$ cat config.mk
export PLATFORM = sky130hd
export DESIGN_NAME = rom_download_writer
export DESIGN_NICKNAME = d
export VERILOG_FILES = /design/src/rtl/rom_loader_pkg.sv /design/src/rtl/rom_download_writer_word_fifo.sv /design/src/rtl/rom_download_writer.sv
export SDC_FILE = /design/constraint.sdc
export NUM_CORES = 1
export LEC_CHECK = 0
export ABC_CLOCK_PERIOD_IN_PS = 4270
export BUFFER_PORTS_ARGS = -buffer_cell sky130_fd_sc_hd__buf_2
export CAP_MARGIN = 10
export CORE_UTILIZATION = 40
export DETAILED_ROUTE_END_ITERATION = 6
export HOLD_SLACK_MARGIN = 0.02
export PLACE_DENSITY = 0.62
export SYNTH_ARGS = -nofsm -noshare
export SYNTH_HDL_FRONTEND = slang
export SYNTH_SLANG_ARGS = --single-unit
export TNS_END_PERCENT = 1
$ cat constraint.sdc
create_clock -name clk -period 4.27 [get_ports clk]
set_clock_uncertainty 0.15 [all_clocks]
set_input_delay 0.854 -clock clk [delete_from_list [all_inputs] [get_ports clk]]
set_output_delay 0.854 -clock clk [all_outputs]
set_load 0.03 [all_outputs]
$ cat src/rtl/rom_loader_pkg.sv
// Shared types and constants for the ROM download write path.
// Defines the session states, the FIFO entry layout and a lane-masking helper.
package rom_loader_pkg;

    localparam int unsigned SDRAM_ADDR_WIDTH = 23;
    localparam int unsigned BYTE_LANES       = 4;

    typedef enum logic [1:0] {
        IDLE,
        LOAD,
        DRAIN
    } state_t;

    typedef struct packed {
        logic [SDRAM_ADDR_WIDTH-1:0] addr;
        logic [31:0]                 data;
    } fifo_entry_t;

    localparam int unsigned ENTRY_WIDTH = $bits(fifo_entry_t);

    // Lanes that never received a byte must read back as 0x00.
    function automatic logic [31:0] mask_lanes(input logic [31:0]           data,
                                               input logic [BYTE_LANES-1:0] valid);
        logic [31:0] masked;
        masked = '0;
        for (int i = 0; i < BYTE_LANES; i++) begin
            masked[8*i +: 8] = data[8*i +: 8] & {8{valid[i]}};
        end
        return masked;
    endfunction

endpackage

$ cat src/rtl/rom_download_writer_word_fifo.sv
// Synchronous FIFO of {address, data} entries with full/empty flags and an occupancy count.
// A push into a full FIFO is accepted only when a pop happens in the same cycle.
module word_fifo
    import rom_loader_pkg::*;
#(
    parameter int unsigned DEPTH = 4
) (
    input  logic                       clk,
    input  logic                       reset_n,
    input  logic                       push,
    input  logic [ENTRY_WIDTH-1:0]     push_entry,
    input  logic                       pop,
    output logic [ENTRY_WIDTH-1:0]     head,
    output logic                       empty,
    output logic                       full,
    output logic [$clog2(DEPTH):0]     count
);

    localparam int unsigned PTR_W = $clog2(DEPTH);
    localparam logic [PTR_W:0] DEPTH_CNT = DEPTH[PTR_W:0];

    fifo_entry_t      mem_q [DEPTH];
    logic [PTR_W-1:0] wr_ptr_q, wr_ptr_d;
    logic [PTR_W-1:0] rd_ptr_q, rd_ptr_d;
    logic [PTR_W:0]   count_q, count_d;
    logic             do_push, do_pop;

    assign empty   = (count_q == '0);
    assign full    = (count_q == DEPTH_CNT);
    assign count   = count_q;
    assign head    = mem_q[rd_ptr_q];
    assign do_pop  = pop && !empty;
    assign do_push = push && (!full || do_pop);

    always_comb begin
        wr_ptr_d = wr_ptr_q;
        rd_ptr_d = rd_ptr_q;
        count_d  = count_q;
        if (do_push) begin
            wr_ptr_d = wr_ptr_q + 1'b1;
        end
        if (do_pop) begin
            rd_ptr_d = rd_ptr_q + 1'b1;
        end
        case ({do_push, do_pop})
            2'b10:   count_d = count_q + 1'b1;
            2'b01:   count_d = count_q - 1'b1;
            default: count_d = count_q;
        endcase
    end

    always_ff @(posedge clk or negedge reset_n) begin
        if (!reset_n) begin
            wr_ptr_q <= '0;
            rd_ptr_q <= '0;
            count_q  <= '0;
        end else begin
            wr_ptr_q <= wr_ptr_d;
            rd_ptr_q <= rd_ptr_d;
            count_q  <= count_d;
        end
    end

    // Storage needs no reset: the count gates every read of it.
    always_ff @(posedge clk) begin
        if (do_push) begin
            mem_q[wr_ptr_q] <= push_entry;
        end
    end

endmodule

$ cat src/rtl/rom_download_writer.sv
// ioctl download to SDRAM write path: packs bytes into 32-bit little-endian words,
// buffers them and issues req/ack writes, reporting busy/done/overflow.
module rom_download_writer
    import rom_loader_pkg::*;
#(
    parameter int unsigned ADDR_WIDTH = SDRAM_ADDR_WIDTH,
    parameter int unsigned FIFO_DEPTH = 4
) (
    input  logic                  clk,
    input  logic                  reset_n,
    input  logic                  ioctl_download,
    input  logic [24:0]           ioctl_addr,
    input  logic [7:0]            ioctl_data,
    input  logic                  ioctl_wr,
    output logic [ADDR_WIDTH-1:0] sdram_addr,
    output logic [31:0]           sdram_data,
    output logic                  sdram_we,
    output logic                  sdram_req,
    input  logic                  sdram_ack,
    output logic                  busy,
    output logic                  done,
    output logic                  overflow
);

    localparam int unsigned CNT_W = $clog2(FIFO_DEPTH) + 1;

    state_t                        state_q, state_d;
    logic                          dl_q;
    logic [31:0]                   asm_data_q, asm_data_d;
    logic [BYTE_LANES-1:0]         asm_valid_q, asm_valid_d;
    logic [SDRAM_ADDR_WIDTH-1:0]   asm_addr_q, asm_addr_d;
    logic                          req_q, req_d;
    logic                          overflow_q, overflow_d;

    logic                          dl_rise, dl_fall;
    logic                          wr_accept;
    logic [SDRAM_ADDR_WIDTH-1:0]   wr_addr;
    logic [1:0]                    lane;
    logic [BYTE_LANES-1:0]         lane_sel;
    logic [31:0]                   merged_data;
    logic                          any_valid;

    logic                          push, pop;
    fifo_entry_t                   push_entry;
    logic [ENTRY_WIDTH-1:0]        fifo_head;
    fifo_entry_t                   head_entry;
    logic                          fifo_empty, fifo_full;
    logic [CNT_W-1:0]              fifo_count;

    assign dl_rise   = ioctl_download && !dl_q;
    assign dl_fall   = !ioctl_download && dl_q;
    assign wr_accept = ioctl_wr && ioctl_download && (state_q == LOAD);
    assign wr_addr   = ioctl_addr[24:2];
    assign lane      = ioctl_addr[1:0];
    assign lane_sel  = BYTE_LANES'(1) << lane;
    assign any_valid = |asm_valid_q;
    assign pop       = req_q && sdram_ack;

    always_comb begin
        merged_data = asm_data_q;
        merged_data[{lane, 3'b000} +: 8] = ioctl_data;
    end

    // Byte packing and push generation; at most one push per cycle.
    always_comb begin
        asm_data_d  = asm_data_q;
        asm_valid_d = asm_valid_q;
        asm_addr_d  = asm_addr_q;
        push        = 1'b0;
        push_entry  = '0;
        if (state_q == LOAD && dl_fall) begin
            if (any_valid) begin
                push            = 1'b1;
                push_entry.addr = asm_addr_q;
                push_entry.data = mask_lanes(asm_data_q, asm_valid_q);
                asm_valid_d     = '0;
            end
        end else if (wr_accept) begin
            if (any_valid && (wr_addr != asm_addr_q)) begin
                // Flush the partial word; the new byte starts a fresh one.
                push            = 1'b1;
                push_entry.addr = asm_addr_q;
                push_entry.data = mask_lanes(asm_data_q, asm_valid_q);
                asm_data_d      = merged_data;
                asm_valid_d     = lane_sel;
                asm_addr_d      = wr_addr;
            end else if (lane == 2'd3) begin
                push            = 1'b1;
                push_entry.addr = wr_addr;
                push_entry.data = mask_lanes(merged_data, asm_valid_q | lane_sel);
                asm_valid_d     = '0;
                asm_addr_d      = wr_addr;
            end else begin
                asm_data_d  = merged_data;
                asm_valid_d = asm_valid_q | lane_sel;
                asm_addr_d  = wr_addr;
            end
        end
    end

    word_fifo #(
        .DEPTH(FIFO_DEPTH)
    ) u_word_fifo (
        .clk        (clk),
        .reset_n    (reset_n),
        .push       (push),
        .push_entry (push_entry),
        .pop        (pop),
        .head       (fifo_head),
        .empty      (fifo_empty),
        .full       (fifo_full),
        .count      (fifo_count)
    );

    assign head_entry = fifo_head;

    // req follows the FIFO one cycle late; it stays up across an ack if more remain.
    always_comb begin
        req_d      = !fifo_empty && !(pop && (fifo_count == CNT_W'(1)));
        overflow_d = overflow_q;
        if (dl_rise) begin
            overflow_d = 1'b0;
        end
        if (push && fifo_full && !pop) begin
            overflow_d = 1'b1;
        end
    end

    always_comb begin
        state_d = state_q;
        done    = 1'b0;
        case (state_q)
            IDLE: begin
                if (dl_rise) begin
                    state_d = LOAD;
                end
            end
            LOAD: begin
                if (dl_fall) begin
                    state_d = DRAIN;
                end
            end
            DRAIN: begin
                if (dl_rise) begin
                    state_d = LOAD;
                end else if (fifo_empty && !req_q) begin
                    state_d = IDLE;
                    done    = 1'b1;
                end
            end
            default: state_d = IDLE;
        endcase
    end

    always_ff @(posedge clk or negedge reset_n) begin
        if (!reset_n) begin
            state_q     <= IDLE;
            dl_q        <= 1'b0;
            asm_data_q  <= '0;
            asm_valid_q <= '0;
            asm_addr_q  <= '0;
            req_q       <= 1'b0;
            overflow_q  <= 1'b0;
        end else begin
            state_q     <= state_d;
            dl_q        <= ioctl_download;
            asm_data_q  <= asm_data_d;
            asm_valid_q <= asm_valid_d;
            asm_addr_q  <= asm_addr_d;
            req_q       <= req_d;
            overflow_q  <= overflow_d;
        end
    end

    assign sdram_req  = req_q;
    assign sdram_we   = req_q;
    assign sdram_addr = req_q ? head_entry.addr[ADDR_WIDTH-1:0] : '0;
    assign sdram_data = req_q ? head_entry.data : '0;
    assign overflow   = overflow_q;
    assign busy       = (state_q != IDLE) || !fifo_empty || any_valid;

endmodule
==> results of run 1 <==
[routing by layer]
metal	vias to the layer above	share of wire [%]	track usage [%]
li1	3177	-	-
met1	3637	46	26.3
met2	197	47	28.4
met3	20	5.2	2.39
met4	0	1.1	2.97
met5	-	0	0
[area by class of cell]
cell class,instances,share of cell area (%)
well taps,396,3.46
repair buffers,117,4.97
diodes,1,0.0175
multi-input cells,412,26.4
clock inverters,18,1.17
clock buffers,32,4.85
inverters,19,0.498
flip-flops and latches,291,58.6
[registers in the layout, summed over array words and instances (netlist names)]
signal and flops:
asm_data_q 32, dl_q 1, overflow 1, asm_valid_q 4
u_word_fifo.wr_ptr_q 2, state_q 2, u_word_fifo.rd_ptr_q 2, u_word_fifo.count 3
asm_addr_q 23, sdram_req 1, u_word_fifo.mem_q 220
[power groups by stage]
stage	clock, mW	combinational (mW)	sequential (mW)
6_report	2.36	3.21	3.88
5_1_grt	2.50	3.46	3.94
4_1_cts	2.40	3.27	3.89
3_5_place_dp	0	3.25	3.95
3_3_place_gp	0	3.25	3.93
2_1_floorplan	0	2.41	3.78
[metrics by stage]
step / hold WS (ns) / instance area [um2] / cells
after floorplan: 0.316 / 12400 / 766
after global placement: 0.323 / 13400 / 1235
after detailed placement: 0.331 / 13400 / 1235
after CTS: 0.159 / 14300 / 1285
after global routing: 0.172 / 14300 / 1285
final: 0.156 / 14300 / 1286
[final timing paths]
| check | start | endpoint |
|---|---|---|
| max reg2reg | state_q[1] | u_word_fifo.mem_q[2][31] |
| max in group asynchronous | reset_n | asm_data_q[5] |
| min | reset_n | asm_addr_q[6] |
| min in group clk | ioctl_download | dl_q |
| max | u_word_fifo.rd_ptr_q[0] | sdram_data[1] |
| min reg2reg | asm_data_q[11] | asm_data_q[11] |
[critical path: stages (launching register included)]
cell	delay (ns)
dfrtp_4	0.72
buf_4	0.36
mux4_2	0.57
and2_1	0.18
buf_2	0.17
[cell families (layout without fill, tap and decap cells)]
group,Yosys count,count (layout),synth area share (%)
flops,291,291,67.4
simple gates,186,186,7.75
buf+inv,63,186,2.28
fa+ha+maj,17,17,1.71
compound gates,122,122,8.62
xor+xnor,29,29,2.04
other cells,0,1,0
mux,58,58,10.2
[layout by cell type (no fill, tap or decap), types with 5 or more instances in the layout]
cell type / count
buf_12: 6
edfxtp_1: 220
xor2_1: 17
a22o_1: 49
a32o_1: 32
inv_1: 19
nand2_1: 82
clkbuf_1: 5
and2_1: 57
xnor2_1: 12
o21ai_0: 8
mux4_2: 55
clkbuf_16: 27
buf_4: 14
ha_1: 17
nor2_1: 14
o2bb2ai_1: 9
dfrtp_1: 68
clkinv_2: 9
buf_2: 97
==> metrics.cfg, run 1 <==
[run_status]
run_status = completed

[pwr]
seq_power_share_pct = 41.1
powerDensity_nw_per_um2 = 660
internal_power_mw = 6.15
share_clk_of_total_power_pct = 25.0
switchingPower_mw = 3.30
total_power_mw = 9.45
switching_share_pct = 34.9
leakagePower_nw = 5.43
ir_worst_vdd_mv = 0.350
p_comb_share_pct = 34.0

[yosys]
synthCells = 766
synth_top_area_share_pct = 53.1
synthTopCellsByArea = edfxtp_1, dfrtp_1, mux4_2
synth_top_area_cell = edfxtp_1
syn_area_um2 = 12400
synth_commonest_cells = edfxtp_1, nand2_1, dfrtp_1, and2_1, mux4_2
ys_types = 55
synth_edf_count = 220
synth.most_common_cell = edfxtp_1
ys_seq_area_share_pct = 67.4
ys.flop_type = edfxtp_1
ys_async_sr_fraction_pct = 24.4
synth-seq-cells = 291
syn_avg_cell_area_um2 = 16.2
syn_nets = 821
yosys_warnings = 0

[worst_setup_path]
ff2ff_path_depth = 7
criticalPathCategory = register to primary output
cp_data_arrival_time_ns = 2.54
crit_path_end_kind = primary output
ff2ff_setup_slack_ns = 1.10
critPathMaxFanout = 22
cp.required_ns = 3.27
cp-start-kind = register

[clock_tree]
path_clk_slew_ns = 0.07
numCtsBuffers = 27
cts.sinks = 291
root_buffer = clkbuf_16
cts_tree = done
holdBufCountCts = 0
htree_levels = 1
cts-resized-gates = 0
cts_buffer_depth = 3
cts_setup_buffers = 0
worstSkewPairLatency_ns = 0.54

[drt]
vias_per_cell = 5.47
wl_um = 27900
first_pass_iters = 5
wire_per_inst_um = 21.7
routed-via-count = 7031
drc = 0
postRouteAntennaNets = 0
detail_route.iter0.violations = 534

[final_layout]
areaGrowthSynthToFinish_pct = 15.1
final_util_pct = 46.8
final_nets = 923
multiInputGateArea_um2 = 3780
fillCellCount = 2645
seqCellArea_um2 = 8390
drive_gt1_share_pct = 26.4

[placement]
dpl.hpwl_um = 18400
pre_cts_ws_ns = 0.512
portBuffers = 97
gp_congestion = 0.840

[min_path]
hp-class = primary input to asynchronous set/reset pin

[floorplan]
die_x_um = 178
rows = 64
coreArea_um2 = 30600
ios = 98
initial_core_util_pct = 40.7
fp.dieArea_um2 = 31800
dieHeight_um = 178

[job]
cap_viol_max_count = 0

[sta]
maxSlewHeadroom_pct = 17.9
rsz0062_at_grt = no
max_clock_freq_mhz = 282
setup_slack_ns = 0.724
tns_ns = 0
min_period_ns = 3.55
setup-violations-final = 0
slew_viol_final = 0
hold_viol_final = 0
fin_crit_sh_pct = 83.1
tightest_slew_ns = 1.23

[global_routing]
antenna_found_initial = 0
grt_pass1_wl_um = 42200
grt_use_total_pct = 17.8
grt.overflow.total = 0
grt_max_degree = 61
grt_pass1_vias = 6936

Note: power is estimated with default switching activity, not from simulation.
==> run 2, diff against run 1 <==
--- a/config.mk
+++ b/config.mk
@@ -5,7 +5,8 @@
 export SDC_FILE = /design/constraint.sdc
 export NUM_CORES = 1
 export LEC_CHECK = 0
-export ABC_CLOCK_PERIOD_IN_PS = 4270
+export ABC_AREA = 1
+export ABC_CLOCK_PERIOD_IN_PS = 3300
 export BUFFER_PORTS_ARGS = -buffer_cell sky130_fd_sc_hd__buf_2
 export CAP_MARGIN = 10
 export CORE_UTILIZATION = 40
==> constraint.sdc (replaced) <==
create_clock -name clk -period 3.3 [get_ports clk]
set_clock_uncertainty 0.15 [all_clocks]
set_input_delay 0.66 -clock clk [delete_from_list [all_inputs] [get_ports clk]]
set_output_delay 0.66 -clock clk [all_outputs]
set_load 0.03 [all_outputs]
==> run 2 against run 1 <==
Synthesized cell count grew 100%. Combinational power is 93% higher. Utilization is 0.40 points lower. Global-route usage rose by 2.7 points.
==> metrics.cfg, run 2 <==
[run_status]
run_status = completed

[drt]
drc = 0  ; unchanged
wire_per_inst_um = 17.2  ; -21%
detail_route.iter0.violations = 947  ; +77%
wl_um = 36300  ; +30%
postRouteAntennaNets = 0  ; unchanged
first_pass_iters = 5  ; unchanged
vias_per_cell = 5.14  ; -6.0%
routed-via-count = 10800  ; +54%

[yosys]
synthTopCellsByArea = edfxtp_1, dfrtp_1, nand2_1
syn_avg_cell_area_um2 = 9.04  ; -44%
ys_async_sr_fraction_pct = 24.4  ; unchanged
synth_top_area_cell = edfxtp_1
synth_commonest_cells = nand2_1, nor2_1, edfxtp_1, o21ai_0, nand3_1
synth_top_area_share_pct = 47.1  ; -6.0 points
synth.most_common_cell = nand2_1
ys_types = 31  ; -44%
synth_edf_count = 220  ; unchanged
syn_nets = 1606  ; +96%
synthCells = 1551  ; +100%
syn_area_um2 = 14000  ; +13%
synth-seq-cells = 291  ; unchanged
yosys_warnings = 0  ; unchanged
ys.flop_type = edfxtp_1
ys_seq_area_share_pct = 59.8  ; -7.6 points

[worst_setup_path]
critPathMaxFanout = 26  ; +18%
cp-start-kind = register
criticalPathCategory = register to primary output
cp.required_ns = 2.49  ; -0.78 ns
crit_path_end_kind = primary output
cp_data_arrival_time_ns = 2.36  ; -0.18 ns

[floorplan]
ios = 98  ; unchanged
rows = 68  ; +6.3%
dieHeight_um = 189  ; +6.1%
initial_core_util_pct = 40.6  ; -0.080 points
fp.dieArea_um2 = 35800  ; +13%
die_x_um = 189  ; +6.1%
coreArea_um2 = 34500  ; +13%

[pwr]
total_power_mw = 14.2  ; +51%
ir_worst_vdd_mv = 0.528  ; +51%
seq_power_share_pct = 34.4  ; -6.7 points
p_comb_share_pct = 43.6  ; +9.6 points
switchingPower_mw = 6.24  ; +89%
internal_power_mw = 8.00  ; +30%
share_clk_of_total_power_pct = 22.0  ; -3.0 points
leakagePower_nw = 6.68  ; +23%
switching_share_pct = 43.8  ; +9.0 points
powerDensity_nw_per_um2 = 889  ; +35%

[clock_tree]
cts_setup_buffers = 0  ; unchanged
numCtsBuffers = 30  ; +11%
path_clk_slew_ns = 0.06  ; about the same
htree_levels = 1  ; unchanged
cts_buffer_depth = 3  ; unchanged
root_buffer = clkbuf_16
cts_tree = done
worstSkewPairLatency_ns = 0.57  ; +0.03 ns
cts.sinks = 291  ; unchanged

[final_layout]
final_nets = 1684  ; +82%
areaGrowthSynthToFinish_pct = 14.3
largest_register_ffs = 220  ; unchanged
drive_gt1_share_pct = 13.3  ; -13 points
max_flop_register = u_word_fifo.mem_q
final_common_cell = nand2_1
top_regs = u_word_fifo.mem_q: 220 flops, asm_data_q: 32 flops, asm_addr_q: 23 flops
mostFrequentLayoutCells = nand2_1, nor2_1, edfxtp_1
final_util_pct = 46.4  ; -0.40 points

[sta]
tns_ns = 0  ; unchanged
maxSlewHeadroom_pct = 29.7  ; +12 points
rsz0062_at_grt = no
slew_viol_final = 0  ; unchanged
min_period_ns = 3.17
max_clock_freq_mhz = 315
setup-violations-final = 0  ; unchanged
tightest_slew_ns = 1.05  ; -0.177 ns
hold_viol_final = 0  ; unchanged
fin_crit_sh_pct = 96.1

[global_routing]
antenna_found_initial = 1  ; +1
grt_use_total_pct = 20.4  ; +2.7 points
grt.overflow.total = 0  ; unchanged
grt_max_degree = 87  ; +43%
grt_pass1_vias = 10200  ; +48%
grt_pass1_wl_um = 57400  ; +36%

[placement]
dpl.hpwl_um = 23200  ; +26%
portBuffers = 97  ; unchanged
gp_congestion = 0.860  ; +2.3%

[min_path]
hp-class = primary input to register

[job]
cap_viol_max_count = 0  ; unchanged

-- run 2: stage by stage --
stage | hold WS (ns) | std cells | cell area (um2) | setup slack, ns
after floorplan | 0.214 | 1551 | 14000 | -0.151
after global placement | 0.323 | 2051 | 15100 | 0.161
after detailed placement | 0.323 | 2051 | 15100 | 0.104
after CTS | 0.0842 | 2107 | 16000 | 0.106
after global routing | 0.0974 | 2108 | 16000 | 0.0346
final | 0.0992 | 2108 | 16000 | 0.129
-- run 2: layer usage --
metal	routed length, um	GRT usage (%)	share of wire, %
met1	17000	30.2	47
met5	0	0	0
met2	16400	31.9	45
met3	2350	2.74	6.5
met4	554	4.62	1.5
-- run 2: power by group through the flow --
stage / logic (mW) / registers [mW] / clock network (mW)
3_3_place_gp: 6.18 / 4.95 / 0
4_1_cts: 6.26 / 4.89 / 3.18
2_1_floorplan: 4.36 / 4.86 / 0
3_5_place_dp: 6.23 / 4.96 / 0
6_report: 6.21 / 4.90 / 3.13
5_1_grt: 6.89 / 4.96 / 3.31
-- run 2: final timing paths --
check                                        startpoint                        to  slack [ns]  cells after the start
worst max register to register           asm_addr_q[13]  u_word_fifo.mem_q[2][19]        0.50                     12
worst min-delay path                     ioctl_download                      dl_q         0.1                      1
worst max-delay path            u_word_fifo.rd_ptr_q[0]            sdram_data[18]        0.13                      6
max in group asynchronous                       reset_n            asm_data_q[22]        1.91                      3
worst min register to register                 overflow                  overflow        0.33                      2
min in group asynchronous                       reset_n             asm_addr_q[1]        0.46                      2
-- run 2: area by class of cell --
| type | count | area, um2 |
|---|---|---|
| Fill cell | 3298 | 18500 |
| Tap cell | 455 | 569 |
| Sequential cell | 291 | 8390 |
| Timing Repair Buffer | 134 | 910 |
| Antenna cell | 1 | 2.50 |
| Clock buffer | 39 | 805 |
| Multi-Input combinational cell | 1083 | 4920 |
| Inverter | 89 | 337 |
| Clock inverter | 16 | 96.3 |
-- run 2: critical path, cell delays in order, from the launching register on --
cell and delay (ns):
dfrtp_4 0.57, inv_2 0.11, buf_4 0.27, buf_4 0.26
o21ai_0 0.12, a21oi_1 0.20, buf_2 0.24
-- run 2: logic make-up (layout without fill, tap and decap cells) --
family	Yosys count	after routing	synth area share, %
other cells	0	1	0
simple gates	824	824	23.9
xor+xnor	7	7	0.437
flops	291	291	59.8
fa+ha+maj	17	17	1.52
buf+inv	177	278	5.35
compound gates	235	235	8.99
-- run 2: what timing repair did --
action | 4_1_cts | 5_1_grt
hold buffers | 1 | 0
endpoints found under the setup margin | 0 | 1
resized for setup | 0 | 1
hold endpoints to repair | 33 | 0
